===== src/rtl/fifo_drain_arbiter.sv =====
// Round-robin drain of NUM_CH capture FIFOs into one SRAM write port.
// Define ARB_URGENT_PRIO_EN to let almost-full channels jump the queue.
module fifo_drain_arbiter #(
  parameter int NUM_CH    = 4,
  parameter int WIDTH     = 17,
  parameter int BURST_LEN = 4
) (
  input  logic                      clk,
  input  logic                      rst,
  input  logic [NUM_CH-1:0]         ch_empty,
  input  logic [NUM_CH-1:0]         ch_almost_full,
  input  logic [NUM_CH*WIDTH-1:0]   ch_data,
  output logic [NUM_CH-1:0]         ch_read_en,
  output logic                      sram_req,
  input  logic                      sram_ack,
  output logic [WIDTH-1:0]          sram_wdata,
  output logic [$clog2(NUM_CH)-1:0] sram_ch,
  output logic                      sram_last,
  output logic                      busy
);

  localparam int CW = $clog2(NUM_CH);
  localparam int BW = $clog2(BURST_LEN + 1);

  typedef enum logic [1:0] {
    IDLE,
    POP,
    CAPTURE,
    ISSUE
  } state_t;

  state_t          state_q, state_d;
  logic [CW-1:0]   grant_q, grant_d;
  logic [CW-1:0]   last_grant_q, last_grant_d;
  logic [BW-1:0]   beat_q, beat_d;
  logic [WIDTH-1:0] wdata_q, wdata_d;
  logic [CW-1:0]   ch_q, ch_d;
  logic            last_q, last_d;

  logic [CW-1:0]   pick;
  logic [CW-1:0]   cand;
  logic            found;
  logic [BW-1:0]   beat_inc;

`ifdef ARB_URGENT_PRIO_EN
  logic            urg_found;
`else
  logic            unused_af;
  assign unused_af = ^ch_almost_full;
`endif

  // Search order starts just after the previous burst's owner.
  always_comb begin
    found = 1'b0;
    pick  = '0;
    cand  = '0;
    for (int k = 1; k <= NUM_CH; k++) begin
      cand = CW'((int'(last_grant_q) + k) % NUM_CH);
      if (!found && !ch_empty[cand]) begin
        found = 1'b1;
        pick  = cand;
      end
    end
`ifdef ARB_URGENT_PRIO_EN
    urg_found = 1'b0;
    for (int i = 0; i < NUM_CH; i++) begin
      if (!urg_found && !ch_empty[i] && ch_almost_full[i]) begin
        urg_found = 1'b1;
        pick      = CW'(i);
      end
    end
`endif
  end

  assign beat_inc = beat_q + BW'(1);

  always_comb begin
    state_d      = state_q;
    grant_d      = grant_q;
    last_grant_d = last_grant_q;
    beat_d       = beat_q;
    wdata_d      = wdata_q;
    ch_d         = ch_q;
    last_d       = last_q;
    ch_read_en   = '0;
    unique case (state_q)
      IDLE: begin
        if (found) begin
          grant_d = pick;
          beat_d  = '0;
          state_d = POP;
        end
      end
      POP: begin
        ch_read_en[grant_q] = 1'b1;
        state_d             = CAPTURE;
      end
      CAPTURE: begin
        wdata_d = ch_data[int'(grant_q)*WIDTH +: WIDTH];
        ch_d    = grant_q;
        beat_d  = beat_inc;
        last_d  = (beat_inc == BW'(BURST_LEN)) || ch_empty[grant_q];
        state_d = ISSUE;
      end
      ISSUE: begin
        if (sram_ack) begin
          if (last_q) begin
            last_grant_d = grant_q;
            state_d      = IDLE;
          end else begin
            state_d = POP;
          end
        end
      end
      default: state_d = IDLE;
    endcase
  end

  always_ff @(posedge clk or posedge rst) begin
    if (rst) begin
      state_q      <= IDLE;
      grant_q      <= '0;
      last_grant_q <= CW'(NUM_CH - 1);
      beat_q       <= '0;
      wdata_q      <= '0;
      ch_q         <= '0;
      last_q       <= 1'b0;
    end else begin
      state_q      <= state_d;
      grant_q      <= grant_d;
      last_grant_q <= last_grant_d;
      beat_q       <= beat_d;
      wdata_q      <= wdata_d;
      ch_q         <= ch_d;
      last_q       <= last_d;
    end
  end

  assign sram_req   = (state_q == ISSUE);
  assign busy       = (state_q != IDLE);
  assign sram_wdata = wdata_q;
  assign sram_ch    = ch_q;
  assign sram_last  = last_q;

endmodule


===== config.mk =====
export PLATFORM = sky130hd
export DESIGN_NAME = fifo_drain_arbiter
export DESIGN_NICKNAME = d
export VERILOG_FILES = /design/src/rtl/fifo_drain_arbiter.sv
export SDC_FILE = /design/constraint.sdc
export NUM_CORES = 1
export LEC_CHECK = 0
export ABC_AREA = 1
export CORE_UTILIZATION = 36
export DETAILED_ROUTE_END_ITERATION = 8
export GPL_TIMING_DRIVEN = 0
export PLACE_DENSITY_LB_ADDON = 0.1
export RECOVER_POWER = 25
export SYNTH_ARGS = -nofsm -noshare
export SYNTH_HDL_FRONTEND = slang
export SYNTH_SLANG_ARGS = --single-unit
export TNS_END_PERCENT = 100

===== constraint.sdc =====
create_clock -name clk -period 1.5 [get_ports clk]
set_clock_uncertainty 0.1 [all_clocks]
set_input_delay 0.3 -clock clk [delete_from_list [all_inputs] [get_ports clk]]
set_output_delay 0.3 -clock clk [all_outputs]
set_load 0.1 [all_outputs]

**Yosys cells after proc, flatten, opt, wreduce, memory -nomap -nowiden**

Index checks and enable logic that the tools add are counted.
W data, S select, Z words.

- Multipliers: 1
- Muxes and demuxes: 27
- $lt $le $gt $ge: 6
- Shifts and indexed selects: 1
- Add/sub/neg operators: 5
- Eq/ne operators: 6
- Reduce and logical (&&, ||, !) cells: 17

Operator list:

| cell | count |
|---|---|
| $shiftx A68 B8 Y17 | 1 |
| $lt A2 B3 Y1 const B | 5 |
| $mux W2 | 6 |
| $mux W1 | 11 |
| $bmux W1 S2 | 5 |
| $pmux W2 S4 | 1 |
| $mul A2 B5 Y7 const B | 1 |
| $pmux W3 S2 | 1 |
| $reduce_and A2 Y1 | 3 |
| $logic_not A1 Y1 | 5 |
| $add A2 B1 Y2 const B | 2 |
| $add A2 B2 Y2 const B | 2 |
| $eq A2 B2 Y1 const B | 2 |
| $logic_and A1 B1 Y1 | 4 |
| $mux W4 | 1 |
| $reduce_bool A2 Y1 | 2 |
| $add A3 B1 Y3 const B | 1 |
| $eq A3 B3 Y1 const B | 1 |
| $mux W3 | 1 |
| $reduce_and A3 Y1 | 1 |
| $demux W1 S2 | 1 |
| $eq A2 B1 Y1 const B | 1 |
| $ge A2 B1 Y1 const B | 1 |
| $logic_not A2 Y1 | 1 |
| other kinds (3) | 3 |

- Register bits: 29
- Word-level logic and storage cells: 70

**Logic depth before layout (Yosys ltp)**

Gate-level depths: netlist of run 1.

- Depth in word-level cells: 14
- Mapped depth: 12

**Worst setup path after synthesis of run 1**

Ideal clock, no wire load.

- Path kind: reg2out
- From: reg state_q[1]
- To: out ch_read_en[2]
- Data arrival time: 2.719 ns
- Cell stages (with the launch flop): 5
- Data required time: 1.100 ns
- Path slack: -1.619 ns
- Cell sequence: dfrtp_1 -> inv_1 -> ha_1 -> inv_1 -> nor3_1

- Word-level cells in the longest chain between the ends: 2

RTL lines:

| element | line | RTL |
|---|---|---|
| from (decl) | 32 | `state_t state_q, state_d;` |
| from (signal assigned) | 129 | `state_q <= state_d;` |
| $eq A2 B1 Y1 | 86 | `unique case (state_q)` |
| $mux W4 | 86 |  |
| to (decl) | 13 | `output logic [NUM_CH-1:0] ch_read_en,` |

Every way passes these cells.

**Worst setup path after layout of run 1**

Ends and elaborated chain as after synthesis.

==> run_summary.xml, run 1 <==
<?xml version="1.0" encoding="UTF-8"?>
<metrics>
  <group name="grt">
    <metric name="grt_util_met1" unit="">0.283</metric>
    <metric name="use_met2" unit="">0.402</metric>
    <metric name="grt_antenna_before_repair" unit="">0</metric>
    <metric name="grt_pass1_vias" unit="">2307</metric>
    <metric name="grt_first_pass_wirelength" unit="microns">10800</metric>
    <metric name="globalRoute.totalOverflow" unit="">0</metric>
    <metric name="global_route.peak_usage_layer" unit="">met2</metric>
    <metric name="grt.met3_usage" unit="">0.0435</metric>
    <metric name="grt_max_degree" unit="">30</metric>
    <metric name="grtUsageTotal" unit="">0.231</metric>
  </group>
  <group name="power_and_ir_drop">
    <metric name="ir_worst_vdd" unit="mV">1.84</metric>
    <metric name="power.share.sequential" unit="">0.149</metric>
    <metric name="combinational_share_of_power" unit="">0.787</metric>
    <metric name="switching_power_share_of_the_total" unit="">0.585</metric>
    <metric name="cell_internal_pwr" unit="W">0.00413</metric>
    <metric name="total_switching_power" unit="W">0.00582</metric>
    <metric name="p_clk_frac" unit="">0.064</metric>
    <metric name="leakage" unit="nW">1.76</metric>
    <metric name="power_density" unit="mW/mm^2">2560</metric>
  </group>
  <group name="worst_setup_path">
    <metric name="critical_path.reg2reg.endpoint" unit="">beat_q[0]</metric>
    <metric name="r2r_start" unit="">last_grant_q[0]</metric>
    <metric name="start_kind" unit="">flip-flop</metric>
    <metric name="critPathCaptureType" unit="">primary output</metric>
    <metric name="path_class" unit="">flip-flop to primary output</metric>
    <metric name="cp_data_required_time" unit="ns">1.10</metric>
    <metric name="ff2ff_setup_slack" unit="ns">-0.21</metric>
    <metric name="launch_point_of_the_critical_path" unit="">state_q[1]</metric>
    <metric name="worst-endpoint-arrival" unit="ns">1.37</metric>
    <metric name="critical_path.endpoint" unit="">ch_read_en[2]</metric>
    <metric name="worstPathMaxFanout" unit="">4</metric>
    <metric name="cell_depth_of_the_worst_flop_to_flop_path" unit="">9</metric>
  </group>
  <group name="logic_synthesis">
    <metric name="synth.avg_cell_area" unit="sq um">7.28</metric>
    <metric name="yosysWarningCount" unit="">0</metric>
    <metric name="ys_ff_latch" unit="">29</metric>
    <metric name="synth_enable_flop_cells" unit="">0</metric>
    <metric name="syn_nets" unit="">370</metric>
    <metric name="netlist_area" unit="sq mm">0.00207</metric>
    <metric name="synthesis.instances" unit="">284</metric>
    <metric name="synth.lib_cells_used.distinct" unit="">31</metric>
    <metric name="seq_area_frac_synth" unit="">0.352</metric>
    <metric name="share_of_synthesized_registers_carrying_an_async_set_or_reset" unit="">1.00</metric>
    <metric name="synth_flop_cell" unit="">dfrtp_1</metric>
  </group>
  <group name="detailed_routing">
    <metric name="via_count" unit="">2463</metric>
    <metric name="dr.pass1.iters" unit="">4</metric>
    <metric name="vias_per_cell" unit="">5.02</metric>
    <metric name="post-route-drc-count" unit="">0</metric>
    <metric name="antenna_left" unit="">0</metric>
    <metric name="drt-wirelength-per-cell" unit="microns">15.5</metric>
    <metric name="initialDrtViolationCount" unit="">127</metric>
    <metric name="wirelength" unit="microns">7600</metric>
  </group>
  <group name="min_path">
    <metric name="worstHoldPathType" unit="">flip-flop to flip-flop</metric>
  </group>
  <group name="clock_network">
    <metric name="path_clk_slew" unit="ns">0.07</metric>
    <metric name="root_buffer_cell" unit="">clkbuf_8</metric>
    <metric name="cts_num_sinks" unit="">29</metric>
    <metric name="htree_num_levels" unit="">2</metric>
    <metric name="insertion_delay" unit="ns">0.28</metric>
    <metric name="cts_buffer_depth" unit="">2</metric>
    <metric name="tritoncts" unit="">built</metric>
    <metric name="cts-buffers-inserted" unit="">5</metric>
  </group>
  <group name="place">
    <metric name="post_dp_cell_area" unit="sq mm">0.00323</metric>
    <metric name="placed_cells_incl_taps" unit="">456</metric>
    <metric name="place.gp.congestion" unit="">0.865</metric>
    <metric name="post-place-ws" unit="ns">-0.965</metric>
    <metric name="numPortBuffers" unit="">100</metric>
    <metric name="hpwlAfterDp" unit="microns">4900</metric>
  </group>
  <group name="sta">
    <metric name="final_min_period_over_clock_period" unit="">1.18</metric>
    <metric name="timing.final.max_slew_violations" unit="">0</metric>
    <metric name="final_number_of_hold_violating_endpoints" unit="">0</metric>
    <metric name="setup_slack_of_the_critical_path_after_layout" unit="ns">-0.265</metric>
    <metric name="max_slew.worst_pin.slew" unit="ns">0.655</metric>
    <metric name="timing.final.setup_violations" unit="">13</metric>
    <metric name="final_period_minus_worst_setup_slack" unit="ns">1.77</metric>
    <metric name="finalHoldWorstSlack" unit="ns">0.375</metric>
    <metric name="rsz0062_at_grt" unit="">yes</metric>
    <metric name="relSlewSlack" unit="">0.562</metric>
    <metric name="clock.fmax" unit="GHz">0.566</metric>
  </group>
  <group name="die">
    <metric name="die_w" unit="microns">77.8</metric>
    <metric name="die-area" unit="sq mm">0.00605</metric>
    <metric name="design.portCount" unit="">105</metric>
    <metric name="row_count" unit="">27</metric>
    <metric name="die_y" unit="microns">77.8</metric>
    <metric name="floorplan.initialDensity" unit="">0.375</metric>
    <metric name="fp.coreArea" unit="sq mm">0.00551</metric>
  </group>
  <group name="final_layout">
    <metric name="layout_commonest_cell" unit="">nand2_1</metric>
    <metric name="post-route-util" unit="">0.707</metric>
    <metric name="storage_element_area" unit="sq um">732</metric>
    <metric name="fin_area" unit="sq mm">0.00389</metric>
    <metric name="finalNetCount" unit="">504</metric>
    <metric name="commonest_cells_after_routing_fill_and_taps_aside" unit="">nand2_1 (99), clkdlybuf4s50_1 (72), dfrtp_1 (24)</metric>
    <metric name="fillerInstances" unit="">424</metric>
    <metric name="p_r_area_growth_vs_syn" unit="%">88.3</metric>
    <metric name="post_route_cells_drive_above_1_share" unit="">0.382</metric>
    <metric name="final-instance-count-excl-fill" unit="">491</metric>
    <metric name="n_antenna_cell" unit="">0</metric>
    <metric name="multi_input_comb_area" unit="sq mm">0.00150</metric>
  </group>
  <group name="status">
    <metric name="failing_checks" unit="">setup timing</metric>
    <metric name="run_status" unit="">complete, but fails checks</metric>
  </group>
  <group name="job">
    <metric name="max_cap_viol_count" unit="">0</metric>
  </group>
</metrics>
worst min-delay path by stage:
stage,startpoint,to,depth (start not counted)
after floorplan,rst,beat_q[0],1
after global placement,sram_wdata[3],sram_wdata[3],2
after detailed placement,sram_wdata[1],sram_wdata[1],2
after CTS,rst,sram_wdata[6],2
after global routing,sram_ch[1],sram_ch[1],2
final,sram_wdata[6],sram_wdata[6],2
cell families after synthesis:
kind of cell,count (synthesis),share of synthesized area
xor gates and xnor gates,1,0.00424
and+or+nand+nor,182,0.416
buffers and inverters,31,0.0738
adders and majority gates,7,0.0424
DFF,29,0.352
AOI/OAI and AO/OA,34,0.111
stage by stage:
stage | TNS [ns] | total power [W]
after floorplan | -2.22 | 0.00621
after global placement | -27.43 | 0.00764
after detailed placement | -28.03 | 0.00771
after CTS | -2.38 | 0.00879
after global routing | -3.71 | 0.0105
final | -2.49 | 0.00996
registers in the layout, summed over array words and instances (netlist names):
signal,cells
grant_q,2
state_q,2
beat_q,3
sram_last,1
sram_wdata,17
sram_ch,2
last_grant_q,2
critical path, stage by stage, from the launching register on:
cell	delay, ns
dfrtp_1	0.40
inv_2	0.12
ha_4	0.17
inv_6	0.05
nor3_4	0.14
buf_12	0.20
power by group through the flow:
stage | clock [W] | combinational [W] | sequential [W]
after floorplan | 0 | 0.00287 | 0.00334
after CTS | 0.000647 | 0.00668 | 0.00146
after global routing | 0.000674 | 0.00826 | 0.00154
after detailed placement | 0 | 0.00623 | 0.00148
final | 0.000639 | 0.00783 | 0.00148
after global placement | 0 | 0.00617 | 0.00147
timing repair:
action | in CTS | in global routing
gates cloned | 1 | 3
resized for setup | 192 | 58
hold buffers | 0 | 0
setup buffers | 11 | 12
hold endpoints to repair | 0 | 0
pin swaps | 5 | 11
setup endpoints to repair | 55 | 34
synthesized netlist by cell type, types with 3 or more instances:
master   number  area share
nand2_4       5       0.027
buf_6         4       0.022
nand2_2      14       0.042
a31oi_1       4       0.012
a21oi_1       8       0.019
buf_2         3      0.0073
dfrtp_1      27        0.33
o21ai_0       4      0.0097
nand3_1      14       0.034
a22oi_1       8       0.029
ha_1          7       0.042
inv_2         7       0.013
nand2_1     117        0.21
nand4_1       7       0.021
nor2_1       15       0.027
inv_1        12       0.022
a41oi_1       8       0.034
area by class of cell:
| class | count | area share |
|---|---|---|
| Sequential cell | 29 | 0.188 |
| Tap cell | 72 | 0.0232 |
| Clock inverter | 2 | 0.00257 |
| Timing Repair Buffer | 126 | 0.316 |
| Timing Repair inverter | 1 | 0.00225 |
| Multi-Input combinational cell | 224 | 0.386 |
| Clock buffer | 6 | 0.0186 |
| Inverter | 21 | 0.0318 |
| Buffer | 10 | 0.0312 |
layer usage:
layer | share of wire | wire, microns | vias to the layer above
met5 | 0 | 0 | -
met4 | 0.019 | 144 | 0
met3 | 0.049 | 376 | 11
met2 | 0.52 | 3960 | 71
met1 | 0.41 | 3120 | 1176
li1 | - | - | 1205
(Power assumes the default switching activity.)
==> run 2: changes to the inputs <==
CAP_MARGIN = 20   (was default)
CTS_CLUSTER_DIAMETER = 200   (was default)
==> run 2 against run 1 <==
- the flow still finishes with violations (setup timing)
- fmax fell by 1.1%
- sequential share of layout area barely moved
- clock power rose by 6.4%
- first-iteration DRC count fell by 3.1%
- die area did not move
- critical endpoint unchanged
- largest power group unchanged
==> run_summary.xml, run 2 (synthesized netlist as in run 1, its figures left out) <==
<?xml version="1.0" encoding="UTF-8"?>
<metrics>
  <group name="die">
    <metric name="design.portCount" unit="">105</metric>
    <metric name="fp.coreArea" unit="sq mm">0.00551</metric>
    <metric name="die-area" unit="sq mm">0.00605</metric>
    <metric name="die_y" unit="microns">77.8</metric>
    <metric name="die_w" unit="microns">77.8</metric>
    <metric name="row_count" unit="">27</metric>
    <metric name="floorplan.initialDensity" unit="">0.375</metric>
  </group>
  <group name="sta">
    <metric name="setup_slack_of_the_critical_path_after_layout" unit="ns">-0.284</metric>
    <metric name="max_slew.worst_pin.slew" unit="ns">0.516</metric>
    <metric name="final_period_minus_worst_setup_slack" unit="ns">1.78</metric>
    <metric name="relSlewSlack" unit="">0.658</metric>
    <metric name="final_number_of_hold_violating_endpoints" unit="">0</metric>
    <metric name="final_min_period_over_clock_period" unit="">1.19</metric>
    <metric name="rsz0062_at_grt" unit="">yes</metric>
    <metric name="clock.fmax" unit="GHz">0.560</metric>
    <metric name="finalHoldWorstSlack" unit="ns">0.375</metric>
    <metric name="timing.final.max_slew_violations" unit="">0</metric>
    <metric name="timing.final.setup_violations" unit="">13</metric>
  </group>
  <group name="status">
    <metric name="failing_checks" unit="">setup timing</metric>
    <metric name="run_status" unit="">complete, but fails checks</metric>
  </group>
  <group name="worst_setup_path">
    <metric name="path_class" unit="">flip-flop to primary output</metric>
    <metric name="cp_data_required_time" unit="ns">1.10</metric>
    <metric name="start_kind" unit="">flip-flop</metric>
    <metric name="crit_path_cell_trace" unit="">inv_2 -&gt; ha_4 -&gt; inv_6 -&gt; nor3_4 -&gt; buf_12</metric>
    <metric name="timing.critical_path.slowest_stage_cell" unit="">dfrtp_1</metric>
    <metric name="worstPathMaxFanout" unit="">4</metric>
    <metric name="worst-endpoint-arrival" unit="ns">1.38</metric>
    <metric name="critPathCaptureType" unit="">primary output</metric>
    <metric name="worstPathBufferInverterCount" unit="">3</metric>
    <metric name="cp_top_delay_family" unit="">flip-flops</metric>
    <metric name="crit_path_max_incr_delay" unit="ns">0.41</metric>
  </group>
  <group name="detailed_routing">
    <metric name="antenna_left" unit="">0</metric>
    <metric name="vias_per_cell" unit="">5.03</metric>
    <metric name="wirelength" unit="microns">7440</metric>
    <metric name="post-route-drc-count" unit="">0</metric>
    <metric name="via_count" unit="">2504</metric>
    <metric name="dr.pass1.iters" unit="">4</metric>
    <metric name="drt-wirelength-per-cell" unit="microns">14.9</metric>
    <metric name="initialDrtViolationCount" unit="">123</metric>
  </group>
  <group name="final_layout">
    <metric name="layout_commonest_cell" unit="">nand2_1</metric>
    <metric name="n_antenna_cell" unit="">0</metric>
    <metric name="final-instance-count-excl-fill" unit="">498</metric>
    <metric name="finalNetCount" unit="">511</metric>
    <metric name="commonest_cells_after_routing_fill_and_taps_aside" unit="">nand2_1 (97), clkdlybuf4s50_1 (72), buf_4 (29)</metric>
    <metric name="post_route_cells_drive_above_1_share" unit="">0.387</metric>
    <metric name="p_r_area_growth_vs_syn" unit="%">88.7</metric>
    <metric name="max_reg_flops" unit="">17</metric>
  </group>
  <group name="min_path">
    <metric name="worstHoldPathType" unit="">primary input to asynchronous set/reset pin</metric>
  </group>
  <group name="grt">
    <metric name="grt_antenna_before_repair" unit="">0</metric>
    <metric name="globalRoute.totalOverflow" unit="">0</metric>
    <metric name="grt_max_degree" unit="">19</metric>
    <metric name="grt_first_pass_wirelength" unit="microns">10800</metric>
    <metric name="grtUsageTotal" unit="">0.232</metric>
    <metric name="grt_pass1_vias" unit="">2266</metric>
  </group>
  <group name="power_and_ir_drop">
    <metric name="power_density" unit="mW/mm^2">2560</metric>
    <metric name="combinational_share_of_power" unit="">0.782</metric>
    <metric name="total_switching_power" unit="W">0.00576</metric>
    <metric name="switching_power_share_of_the_total" unit="">0.577</metric>
    <metric name="total_power" unit="W">0.00997</metric>
    <metric name="p_clk_frac" unit="">0.068</metric>
    <metric name="leakage" unit="nW">1.79</metric>
    <metric name="power.share.sequential" unit="">0.150</metric>
    <metric name="ir_worst_vdd" unit="mV">1.60</metric>
    <metric name="cell_internal_pwr" unit="W">0.00421</metric>
  </group>
  <group name="clock_network">
    <metric name="root_buffer_cell" unit="">clkbuf_8</metric>
    <metric name="tritoncts" unit="">built</metric>
    <metric name="path_clk_slew" unit="ns">0.07</metric>
    <metric name="cts-buffers-inserted" unit="">5</metric>
    <metric name="insertion_delay" unit="ns">0.29</metric>
    <metric name="cts_num_sinks" unit="">29</metric>
    <metric name="cts_buffer_depth" unit="">2</metric>
    <metric name="cts_hold_buf" unit="">0</metric>
    <metric name="htree_num_levels" unit="">2</metric>
  </group>
  <group name="place">
    <metric name="place.gp.congestion" unit="">0.865</metric>
    <metric name="numPortBuffers" unit="">100</metric>
    <metric name="placed_cells_incl_taps" unit="">457</metric>
    <metric name="hpwlAfterDp" unit="microns">4870</metric>
  </group>
  <group name="job">
    <metric name="max_cap_viol_count" unit="">0</metric>
  </group>
</metrics>
[run 2: cell types whose count changed in the layout (fill, tap and decap cells not counted), sizes merged]
cell,delta
clkbuf,+5
buf,+4
clkinv,-2
clkinvlp,-1
dlygate4sd2,-1
dlymetal6s2s,+1
inv,+1
[run 2: repair_timing]
action | CTS | global route
cloned | 1 | 4
setup endpoints to repair | 53 | 34
pin swaps | 4 | 15
setup buffers | 11 | 17
resized for setup | 185 | 62
[run 2: path summary, 6_finish.rpt]
kind,from,endpoint,slack (ns),depth (start not counted)
setup / recovery,state_q[1],ch_read_en[2],-0.28,5
hold / removal,rst,sram_wdata[1],0.38,2
setup reg to reg,last_grant_q[0],grant_q[1],-0.16,10
max in group asynchronous,rst,sram_last,0.08,3
hold reg to reg,sram_wdata[1],sram_wdata[1],0.38,2
min in group clk,sram_wdata[1],sram_wdata[1],0.38,2
[run 2: cell type report]
cell class / instances / area [sq um]
buffer: 10 / 121
clock buffer: 8 / 90.1
fill: 435 / 1610
inverter: 21 / 120
multi-input combinational: 224 / 1470
sequential: 29 / 732
tap: 72 / 90.1
timing repair buffer: 133 / 1270
timing repair inverter: 1 / 8.76
[run 2: stage by stage]
step	utilization	setup slack (ns)	TNS (ns)	area, sq um
after floorplan	-	-0.373	-2.22	2140
after global placement	0.586	-0.947	-27.43	3230
after detailed placement	0.591	-0.970	-18.81	3260
after CTS	0.636	-0.302	-2.40	3500
after global routing	0.708	-0.340	-4.55	3900
final	0.708	-0.284	-2.29	3900
[run 2: per-layer routing]
layer / GRT usage / vias up / wire [microns]
met2: 0.412 / 82 / 3770
li1: - / 1224 / -
met5: 0 / - / 0
met1: 0.274 / 1177 / 3010
met3: 0.0494 / 21 / 425
met4: 0.0830 / 0 / 235
[run 2: power groups by stage]
stage | clock, W | combinational (W) | sequential [W]
after floorplan | 0 | 0.00287 | 0.00334
after global placement | 0 | 0.00617 | 0.00147
after detailed placement | 0 | 0.00623 | 0.00148
after CTS | 0.000687 | 0.00665 | 0.00146
after global routing | 0.000714 | 0.00825 | 0.00154
final | 0.000680 | 0.00779 | 0.00150
[run 2: worst register-to-register path: stages (launching register included)]
cell and delay, ns:
dfstp_2 0.62, buf_6 0.17, nand2_4 0.06, nand2_4 0.11, nand2_4 0.07, nand2_4 0.08, nand4_4 0.11, nand2_4 0.13
inv_2 0.04, nand2_1 0.04, nand2_1 0.04
==> run 3: changes to the inputs <==
RECOVER_POWER = default   (was 25)
==> run 3 against run 2 <==
- the run still ends with setup timing left
- first-iteration DRC count down 1.6%
- setup slack better by 0.0011 ns
- combinational power about the same
- clock-buffer cell count unchanged
- critical path depth unchanged
- die area unchanged
- power up 0.16%
- sequential power about the same
- critical endpoint unchanged
- largest cell class unchanged
==> run_summary.xml, run 3 (synthesized netlist as in run 1, its figures left out) <==
<?xml version="1.0" encoding="UTF-8"?>
<metrics>
  <group name="grt">
    <metric name="grt_antenna_before_repair" unit="">0</metric>
    <metric name="grt_pass1_vias" unit="">2266</metric>
    <metric name="grt_first_pass_wirelength" unit="microns">10800</metric>
    <metric name="grtUsageTotal" unit="">0.232</metric>
    <metric name="globalRoute.totalOverflow" unit="">0</metric>
    <metric name="grt_max_degree" unit="">19</metric>
  </group>
  <group name="sta">
    <metric name="max_slew.worst_pin.slew" unit="ns">0.564</metric>
    <metric name="final.setup.tns" unit="ns">-2.31</metric>
    <metric name="final_number_of_hold_violating_endpoints" unit="">0</metric>
    <metric name="timing.final.max_slew_violations" unit="">0</metric>
    <metric name="final_min_period_over_clock_period" unit="">1.19</metric>
    <metric name="clock.fmax" unit="GHz">0.561</metric>
    <metric name="final_period_minus_worst_setup_slack" unit="ns">1.78</metric>
    <metric name="finalHoldWorstSlack" unit="ns">0.281</metric>
    <metric name="timing.final.setup_violations" unit="">13</metric>
    <metric name="rsz0062_at_grt" unit="">yes</metric>
    <metric name="setup_slack_of_the_critical_path_after_layout" unit="ns">-0.283</metric>
    <metric name="relSlewSlack" unit="">0.624</metric>
  </group>
  <group name="die">
    <metric name="die_y" unit="microns">77.8</metric>
    <metric name="fp.coreArea" unit="sq mm">0.00551</metric>
    <metric name="row_count" unit="">27</metric>
    <metric name="die_w" unit="microns">77.8</metric>
    <metric name="design.portCount" unit="">105</metric>
    <metric name="die-area" unit="sq mm">0.00605</metric>
    <metric name="floorplan.initialDensity" unit="">0.375</metric>
  </group>
  <group name="final_layout">
    <metric name="commonest_cells_after_routing_fill_and_taps_aside" unit="">nand2_1 (97), clkdlybuf4s50_1 (73), buf_4 (29)</metric>
    <metric name="n_antenna_cell" unit="">0</metric>
    <metric name="final-instance-count-excl-fill" unit="">498</metric>
    <metric name="fillerInstances" unit="">432</metric>
    <metric name="max_reg_flops" unit="">17</metric>
    <metric name="layout_commonest_cell" unit="">nand2_1</metric>
    <metric name="post_route_cells_drive_above_1_share" unit="">0.387</metric>
    <metric name="p_r_area_growth_vs_syn" unit="%">89.8</metric>
    <metric name="finalNetCount" unit="">511</metric>
  </group>
  <group name="detailed_routing">
    <metric name="dr.pass1.iters" unit="">5</metric>
    <metric name="post-route-drc-count" unit="">0</metric>
    <metric name="wirelength" unit="microns">7460</metric>
    <metric name="via_count" unit="">2502</metric>
    <metric name="drt-wirelength-per-cell" unit="microns">15.0</metric>
    <metric name="vias_per_cell" unit="">5.02</metric>
    <metric name="antenna_left" unit="">0</metric>
    <metric name="initialDrtViolationCount" unit="">121</metric>
  </group>
  <group name="power_and_ir_drop">
    <metric name="leakage" unit="nW">1.80</metric>
    <metric name="total_power" unit="W">0.00998</metric>
    <metric name="power_density" unit="mW/mm^2">2550</metric>
    <metric name="ir_worst_vdd" unit="mV">1.60</metric>
  </group>
  <group name="job">
    <metric name="max_cap_viol_count" unit="">0</metric>
  </group>
  <group name="clock_network">
    <metric name="insertion_delay" unit="ns">0.29</metric>
    <metric name="tritoncts" unit="">built</metric>
    <metric name="cts_hold_buf" unit="">0</metric>
    <metric name="cts-buffers-inserted" unit="">5</metric>
    <metric name="cts_buffer_depth" unit="">2</metric>
    <metric name="cts_num_sinks" unit="">29</metric>
    <metric name="htree_num_levels" unit="">2</metric>
    <metric name="root_buffer_cell" unit="">clkbuf_8</metric>
    <metric name="path_clk_slew" unit="ns">0.07</metric>
  </group>
  <group name="worst_setup_path">
    <metric name="cp_data_required_time" unit="ns">1.10</metric>
    <metric name="crit_path_max_incr_delay" unit="ns">0.41</metric>
    <metric name="start_kind" unit="">flip-flop</metric>
    <metric name="crit_cells" unit="">5</metric>
    <metric name="cp_top_delay_family" unit="">flip-flops</metric>
    <metric name="worst-endpoint-arrival" unit="ns">1.38</metric>
    <metric name="crit_path_cell_trace" unit="">inv_2 -&gt; ha_4 -&gt; inv_6 -&gt; nor3_4 -&gt; buf_12</metric>
    <metric name="timing.critical_path.slowest_stage_cell" unit="">dfrtp_1</metric>
    <metric name="worstPathBufferInverterCount" unit="">3</metric>
    <metric name="path_class" unit="">flip-flop to primary output</metric>
    <metric name="critPathCaptureType" unit="">primary output</metric>
    <metric name="cell_depth_of_the_worst_flop_to_flop_path" unit="">10</metric>
    <metric name="worstPathMaxFanout" unit="">4</metric>
  </group>
  <group name="place">
    <metric name="hpwlAfterDp" unit="microns">4870</metric>
    <metric name="place.gp.congestion" unit="">0.865</metric>
    <metric name="post-place-ws" unit="ns">-0.970</metric>
    <metric name="numPortBuffers" unit="">100</metric>
    <metric name="placed_cells_incl_taps" unit="">457</metric>
  </group>
  <group name="min_path">
    <metric name="worstHoldPathType" unit="">primary input to asynchronous set/reset pin</metric>
  </group>
  <group name="status">
    <metric name="failing_checks" unit="">setup timing</metric>
    <metric name="run_status" unit="">complete, but fails checks</metric>
  </group>
</metrics>
[run 3: timing repair]
item                                    in CTS  in global routing
gates resized for setup                    185                 62
pin swaps                                    4                 15
endpoints found under the setup margin      53                 34
setup buffers                               11                 17
gates cloned                                 1                  4
[run 3: cell type report]
| class | count | area [sq um] | share of cell area |
|---|---|---|---|
| Inverter | 21 | 120 | 0.0306 |
| Timing Repair Buffer | 133 | 1290 | 0.330 |
| Buffer | 10 | 121 | 0.0309 |
| Tap cell | 72 | 90.1 | 0.0230 |
| Sequential cell | 29 | 732 | 0.187 |
| Timing Repair inverter | 1 | 8.76 | 0.00223 |
| Multi-Input combinational cell | 224 | 1470 | 0.374 |
| Clock buffer | 8 | 90.1 | 0.0230 |
[run 3: through the flow]
stage / util / area [sq um]
floorplan: - / 2140
detailed placement: 0.591 / 3260
finish: 0.712 / 3920
global placement: 0.586 / 3230
global route: 0.712 / 3920
CTS: 0.636 / 3500
[run 3: report_power, final]
| group | leakage [nW] | internal [W] | total [W] | switching, W |
|---|---|---|---|---|
| registers | 0.340 | 0.00119 | 0.00150 | 0.000304 |
| logic | 1.41 | 0.00265 | 0.00781 | 0.00516 |
| clock network | 0.0455 | 0.000374 | 0.000680 | 0.000306 |
[run 3: final timing paths]
| path | start | endpoint | slack [ns] |
|---|---|---|---|
| setup reg to reg | last_grant_q[0] | grant_q[1] | -0.16 |
| setup / recovery | state_q[1] | ch_read_en[2] | -0.28 |
| hold / removal | rst | sram_wdata[1] | 0.28 |
| hold reg to reg | sram_wdata[1] | sram_wdata[1] | 0.38 |
| max in group asynchronous | rst | sram_last | 0.53 |
| min in group clk | sram_wdata[1] | sram_wdata[1] | 0.38 |
[run 3: per-layer routing]
layer | vias to the layer above | track usage | wire (microns)
met4 | 0 | 0.0830 | 238
li1 | 1225 | - | -
met3 | 19 | 0.0494 | 437
met2 | 81 | 0.412 | 3790
met1 | 1177 | 0.274 | 2990
met5 | - | 0 | 0
==> variant 1: new RTL, settings of run 2 <==
Change the parameter `BURST_LEN` from 4 to 8.
--- a/src/rtl/fifo_drain_arbiter.sv
+++ b/src/rtl/fifo_drain_arbiter.sv
@@ -3,7 +3,7 @@
 module fifo_drain_arbiter #(
   parameter int NUM_CH    = 4,
   parameter int WIDTH     = 17,
-  parameter int BURST_LEN = 4
+  parameter int BURST_LEN = 8
 ) (
   input  logic                      clk,
   input  logic                      rst,
Check against the original RTL: same outputs for any inputs over 10 cycles, from zero or initial values and one cycle with rst high; that may be too few to reach the edited logic, so the function may still have changed.
==> variant 1 against run 2 <==
  * The run still ends with negative setup slack left
  * Wire length rose by 4.9%
  * Sequential cell count grew 1
  * Sequential share of layout area rose by 0.26 points
  * Synthesized area rose by 0.91%
  * Count of clock-buffer cells in the layout decreased by 1
  * Largest power group unchanged
  * Power increased by 6.5%
  * Design area increased by 2.0%
  * Setup slack worse by 0.012 ns
==> variant 1: results (changes against run 2) <==
Run status
Run status: complete, but fails checks (unchanged). Violations in the final reports: negative setup slack (unchanged).

Place
The placed wire-length estimate was 5170 um (was 4870 um). The routability congestion estimate is 0.804 (was 0.865). The total placed instance area came to 0.00328 mm^2 (was 0.00326 mm^2). The worst setup slack before clock tree synthesis is -0.998 ns (was -0.970 ns).

Global routing
The global-route wire length before repair is 11100 um (was 10800 um). The pin count of the biggest net entering global routing came to 20 (was 19). The overall fraction of global-route tracks in use came to 23.4% (was 23.2%).

The number of global-route vias before repair is 2243 (was 2266). The initial antenna violation count came to 0 (unchanged).

Route
The total number of vias is 2424 (was 2504). The initial detailed-routing violation count is 154 (was 123). The total wirelength of the detailed-routed design is 7810 um (was 7440 um).

Logic synthesis
Cell types occupying the most area after synthesis: sky130_fd_sc_hd__dfrtp_1 (34%), sky130_fd_sc_hd__a22oi_1 (9.7%), sky130_fd_sc_hd__nand2_1 (9.5%), sky130_fd_sc_hd__nand2_4 (5.4%), sky130_fd_sc_hd__nor2_1 (4.7%) (was sky130_fd_sc_hd__dfrtp_1 (33%), sky130_fd_sc_hd__nand2_1 (21%), sky130_fd_sc_hd__ha_1 (4.2%), sky130_fd_sc_hd__nand2_2 (4.2%), sky130_fd_sc_hd__a41oi_1 (3.4%)). The sequential element share of the synthesized area is 36.1% (was 35.2%). The count of distinct cell types in the synthesized netlist is 39 (was 31). Most common library cells after synthesis: sky130_fd_sc_hd__nand2_1 (53), sky130_fd_sc_hd__dfrtp_1 (28), sky130_fd_sc_hd__a22oi_1 (27), sky130_fd_sc_hd__nor2_1 (26), sky130_fd_sc_hd__nand3_1 (16) (was sky130_fd_sc_hd__nand2_1 (117), sky130_fd_sc_hd__dfrtp_1 (27), sky130_fd_sc_hd__nor2_1 (15), sky130_fd_sc_hd__nand2_2 (14), sky130_fd_sc_hd__nand3_1 (14)). The post-synth net total is 336 (was 370).

Pwr
The static leakage power is 1.70 nW (was 1.79 nW). The maximum vdd drop is 1.68 mV (was 1.60 mV).

Worst setup path
The highest fanout seen on the critical path is 8 (was 4). The highest cell delay on the worst timing path is 0.53 ns (was 0.41 ns). The slowest cell on the critical path is sky130_fd_sc_hd__dfstp_2 (was sky130_fd_sc_hd__dfrtp_1).

STA
The transition at the pin with the smallest max-transition slack is 0.518 ns (was 0.516 ns). The number of setup violations in the final report is 14 (was 13). The smallest setup slack after layout was -0.297 ns (was -0.284 ns).

Layout
The final-stage net count is 476 (was 511). The count of filler cells inserted in the layout came to 426 (was 435). The fraction of final layout cells sized beyond drive strength 1 is 43.6% (was 38.7%).
variant 1: worst paths after layout:
kind | from | end | slack [ns] | cells after the start
setup / recovery | last_grant_q[0]$_DFFE_PP1P_ | grant_q[1]$_DFFE_PP0P_ | -0.30 | 12
hold / removal | rst | sram_wdata[13]$_DFFE_PP0P_ | 0.39 | 2
setup reg to reg | last_grant_q[0]$_DFFE_PP1P_ | grant_q[1]$_DFFE_PP0P_ | -0.30 | 12
hold reg to reg | sram_ch[0]$_DFFE_PP0P_ | sram_ch[0]$_DFFE_PP0P_ | 0.43 | 1
max in group asynchronous | rst | sram_wdata[15]$_DFFE_PP0P_ | 0.18 | 3
min in group clk | sram_ch[0]$_DFFE_PP0P_ | sram_ch[0]$_DFFE_PP0P_ | 0.43 | 1
variant 1: per-layer routing:
| layer | vias up | global-route usage [%] | wire length (um) | part of all wire (%) |
|---|---|---|---|---|
| li1 | 1156 | - | - | - |
| met1 | 1194 | 29.6 | 3330 | 43 |
| met2 | 67 | 39.2 | 4010 | 51 |
| met3 | 7 | 5.58 | 399 | 5.1 |
| met4 | 0 | 7.41 | 76 | 0.97 |
| met5 | - | 0 | 0 | 0 |
variant 1: cell type report:
cell class | instances | area, um^2 | area share [%]
flip-flops and latches | 30 | 757 | 19.0
multi-input cells | 192 | 1460 | 36.7
clock inverters | 1 | 5.00 | 0.126
repair buffers | 133 | 1320 | 33.2
clock buffers | 7 | 86.3 | 2.17
well taps | 72 | 90.1 | 2.26
inverters | 16 | 91.3 | 2.30
plain buffers | 13 | 168 | 4.22
variant 1: where the power goes:
| group | total [mW] | leakage (nW) | internal [mW] | switching, mW |
|---|---|---|---|---|
| registers | 1.54 | 0.345 | 1.24 | 0.303 |
| logic | 8.40 | 1.31 | 3.04 | 5.36 |
| clock network | 0.679 | 0.0482 | 0.370 | 0.309 |
| total | 10.6 | 1.70 | 4.65 | 5.97 |
variant 1: cell families after synthesis:
kind of cell	after synthesis	synth area share (%)
fa+ha+maj	6	3.60
xor+xnor	2	0.840
compound gates	57	20.5
flops	30	36.1
simple gates	126	31.3
mux	1	0.540
buf+inv	29	7.08
variant 1: per-stage QoR:
stage | TNS (ns) | std cells | util (%) | power, mW
floorplan | -3.43 | 251 | - | 6.52
global placement | -29.87 | 423 | 58.8 | 7.98
detailed placement | -20.70 | 424 | 59.3 | 8.08
CTS | -3.38 | 446 | 64.9 | 9.36
global route | -4.55 | 464 | 71.8 | 11.1
finish | -3.62 | 464 | 71.8 | 10.6
variant 1: what timing repair did:
item / 4_1_cts / 5_1_grt
endpoints found under the hold margin: 0 / 0
setup endpoints to repair: 54 / 38
setup buffers: 14 / 15
hold buffers: 0 / 0
pin swaps: 14 / 23
gates resized for setup: 197 / 59
cloned: 0 / 3
==> variant 2: new RTL, flow settings as in run 2 <==
Without the edit above. Encoding of `state_t`: now Gray code (2 bits for 4 states).
--- a/src/rtl/fifo_drain_arbiter.sv
+++ b/src/rtl/fifo_drain_arbiter.sv
@@ -23,10 +23,10 @@
   localparam int BW = $clog2(BURST_LEN + 1);
 
   typedef enum logic [1:0] {
-    IDLE,
-    POP,
-    CAPTURE,
-    ISSUE
+    IDLE    = 2'b00,
+    POP     = 2'b01,
+    CAPTURE = 2'b11,
+    ISSUE   = 2'b10
   } state_t;
 
   state_t          state_q, state_d;
Check against the original RTL: no difference found for any inputs over 4 cycles, from zero or initial values and one cycle with rst high; so few cycles prove little.
==> variant 2 against run 2 <==
  * The flow still finishes with violations (negative setup slack)
  * Sequential power up 5%
  * Wire length down 15%
  * Sequential cell count unchanged
  * Setup slack better by 0.067 ns
  * Design area down 13%
  * Power down 13%
  * Synthesized area down 10%
  * Clock power up 42%
  * Critical endpoint is now grant_q[1]$_DFFE_PP0P_
  * Largest cell class unchanged
  * Highest routed layer unchanged
==> variant 2: results (changes against run 2) <==
Pwr
The static leakage power was 1.52 nW (was 1.79 nW). The sequential cell power was 1.57 mW (was 1.50 mW). The maximum vdd drop was 1.24 mV (was 1.60 mV). The relative contribution of the clock network to total power came to 11.1% (was 6.8%). The net switching power figure is 5.06 mW (was 5.76 mW). The internal power component was 3.64 mW (was 4.21 mW).

CTS
The clock latency on the worst-skew pair is 0.28 ns. The maximum level of the CTS H-tree is 2 (unchanged).

Logic synthesis
The post-synth net total is 347 (was 370). The sequential element share of the synthesized area is 39.2% (was 35.2%). The count of distinct cell types in the synthesized netlist is 28 (was 31). Most common library cells after synthesis: sky130_fd_sc_hd__nand2_1 (127), sky130_fd_sc_hd__dfrtp_1 (27), sky130_fd_sc_hd__nor2_1 (15), sky130_fd_sc_hd__nand4_1 (12), sky130_fd_sc_hd__nand2_2 (11) (was sky130_fd_sc_hd__nand2_1 (117), sky130_fd_sc_hd__dfrtp_1 (27), sky130_fd_sc_hd__nor2_1 (15), sky130_fd_sc_hd__nand2_2 (14), sky130_fd_sc_hd__nand3_1 (14)). Cell types occupying the most area after synthesis: sky130_fd_sc_hd__dfrtp_1 (36%), sky130_fd_sc_hd__nand2_1 (26%), sky130_fd_sc_hd__nand4_1 (4.0%), sky130_fd_sc_hd__a41oi_1 (3.8%), sky130_fd_sc_hd__nand2_2 (3.7%) (was sky130_fd_sc_hd__dfrtp_1 (33%), sky130_fd_sc_hd__nand2_1 (21%), sky130_fd_sc_hd__ha_1 (4.2%), sky130_fd_sc_hd__nand2_2 (4.2%), sky130_fd_sc_hd__a41oi_1 (3.4%)). The number of standard cells after synthesis is 266 (was 284).

Run status
Violations in the final reports: negative setup slack (unchanged). Run status: complete, but fails checks (unchanged).

STA
The number of setup violations in the final report is 12 (was 13). The smallest setup slack after layout is -0.217 ns (was -0.284 ns). The transition at the pin with the smallest max-transition slack came to 0.503 ns (was 0.516 ns).

Route
The total number of vias is 2231 (was 2504). The total wirelength of the detailed-routed design was 6300 um (was 7440 um). The initial detailed-routing violation count is 92 (was 123). The detail-routed net length per standard cell is 13.9 um (was 14.9 um).

Worst setup path
The highest cell delay on the worst timing path is 0.55 ns (was 0.41 ns). The depth of the worst register-to-register path was 9 (was 10). The highest fanout seen on the critical path came to 8 (was 4).

Global routing
The overall fraction of global-route tracks in use came to 23.8% (was 23.2%). The pin count of the biggest net entering global routing is 20 (was 19). The number of global-route vias before repair came to 2113 (was 2266).

The global-route wire length before repair is 9770 um (was 10800 um).

Place
The total placed instance area came to 0.00304 mm^2 (was 0.00326 mm^2). The instance count after placement with tap cells included is 434 (was 457). The placed wire-length estimate is 4580 um (was 4870 um). The worst setup slack before clock tree synthesis is -0.923 ns (was -0.970 ns).

Layout
The count of filler cells inserted in the layout is 410 (was 435). The fraction of final layout cells sized beyond drive strength 1 came to 30.8% (was 38.7%). The post-route standard cell area excluding fillers is 0.00338 mm^2 (was 0.00390 mm^2). The final-stage net count came to 466 (was 511).
variant 2: cell types whose count changed in the layout (fill, tap and decap cells not counted), moves of 4 or more:
cell                      change
sky130_fd_sc_hd__nand4_1      +5
sky130_fd_sc_hd__a31oi_1      -4
sky130_fd_sc_hd__a21oi_2      -4
sky130_fd_sc_hd__inv_6        -4
sky130_fd_sc_hd__buf_4       -14
sky130_fd_sc_hd__nand3_2      -9
sky130_fd_sc_hd__nand2_4      -4
sky130_fd_sc_hd__o21ai_0      +6
sky130_fd_sc_hd__buf_6        -8
sky130_fd_sc_hd__ha_4         -4
sky130_fd_sc_hd__nand2_1      +7
variant 2: path summary, 6_finish.rpt:
kind,from,to,slack [ns]
worst max-delay path,last_grant_q[0]$_DFFE_PP1P_,grant_q[1]$_DFFE_PP0P_,-0.22
worst min-delay path,rst,sram_ch[0]$_DFFE_PP0P_,0.34
worst max register to register,last_grant_q[0]$_DFFE_PP1P_,grant_q[1]$_DFFE_PP0P_,-0.22
worst min register to register,sram_wdata[5]$_DFFE_PP0P_,sram_wdata[5]$_DFFE_PP0P_,0.38
max in group asynchronous,rst,sram_wdata[10]$_DFFE_PP0P_,0.16
min in group clk,sram_wdata[5]$_DFFE_PP0P_,sram_wdata[5]$_DFFE_PP0P_,0.38
variant 2: cells by family after synthesis:
| family | synth area share (%) |
|---|---|
| adders and majority gates | 1.35 |
| buffers and inverters | 6.19 |
| AOI/OAI and AO/OA | 11.1 |
| DFF | 39.2 |
| xor gates and xnor gates | 0.471 |
| and+or+nand+nor | 41.7 |
variant 2: worst register-to-register path: stages, from the launching register on:
cell	delay [ns]
sky130_fd_sc_hd__dfstp_2	0.55
sky130_fd_sc_hd__buf_12	0.15
sky130_fd_sc_hd__inv_8	0.06
sky130_fd_sc_hd__nand2_4	0.06
sky130_fd_sc_hd__nand2_4	0.07
sky130_fd_sc_hd__buf_4	0.14
sky130_fd_sc_hd__o21ai_1	0.15
sky130_fd_sc_hd__nand2_1	0.08
sky130_fd_sc_hd__o21ai_1	0.16
sky130_fd_sc_hd__nand2_1	0.09
variant 2: what timing repair did:
action	4_1_cts	5_1_grt
resized for setup	172	43
setup endpoints to repair	50	36
pin swaps	11	12
buffers inserted	7	8
variant 2: layout make-up:
type                            instances  share of cell area (%)
Clock buffer                            5                    2.04
Buffer                                  4                    1.11
Sequential cell                        29                    21.7
Inverter                               17                    2.67
Tap cell                               67                    2.48
Multi-Input combinational cell        212                    35.5
Timing Repair Buffer                  116                    32.6
Clock inverter                          3                    1.93
variant 2: layer usage:
metal | up-vias | part of all wire, % | track usage (%)
li1 | 1106 | - | -
met1 | 1023 | 40 | 28.2
met2 | 94 | 52 | 41.5
met3 | 8 | 7.5 | 7.00
met4 | 0 | 1.0 | 6.84
met5 | - | 0 | 0
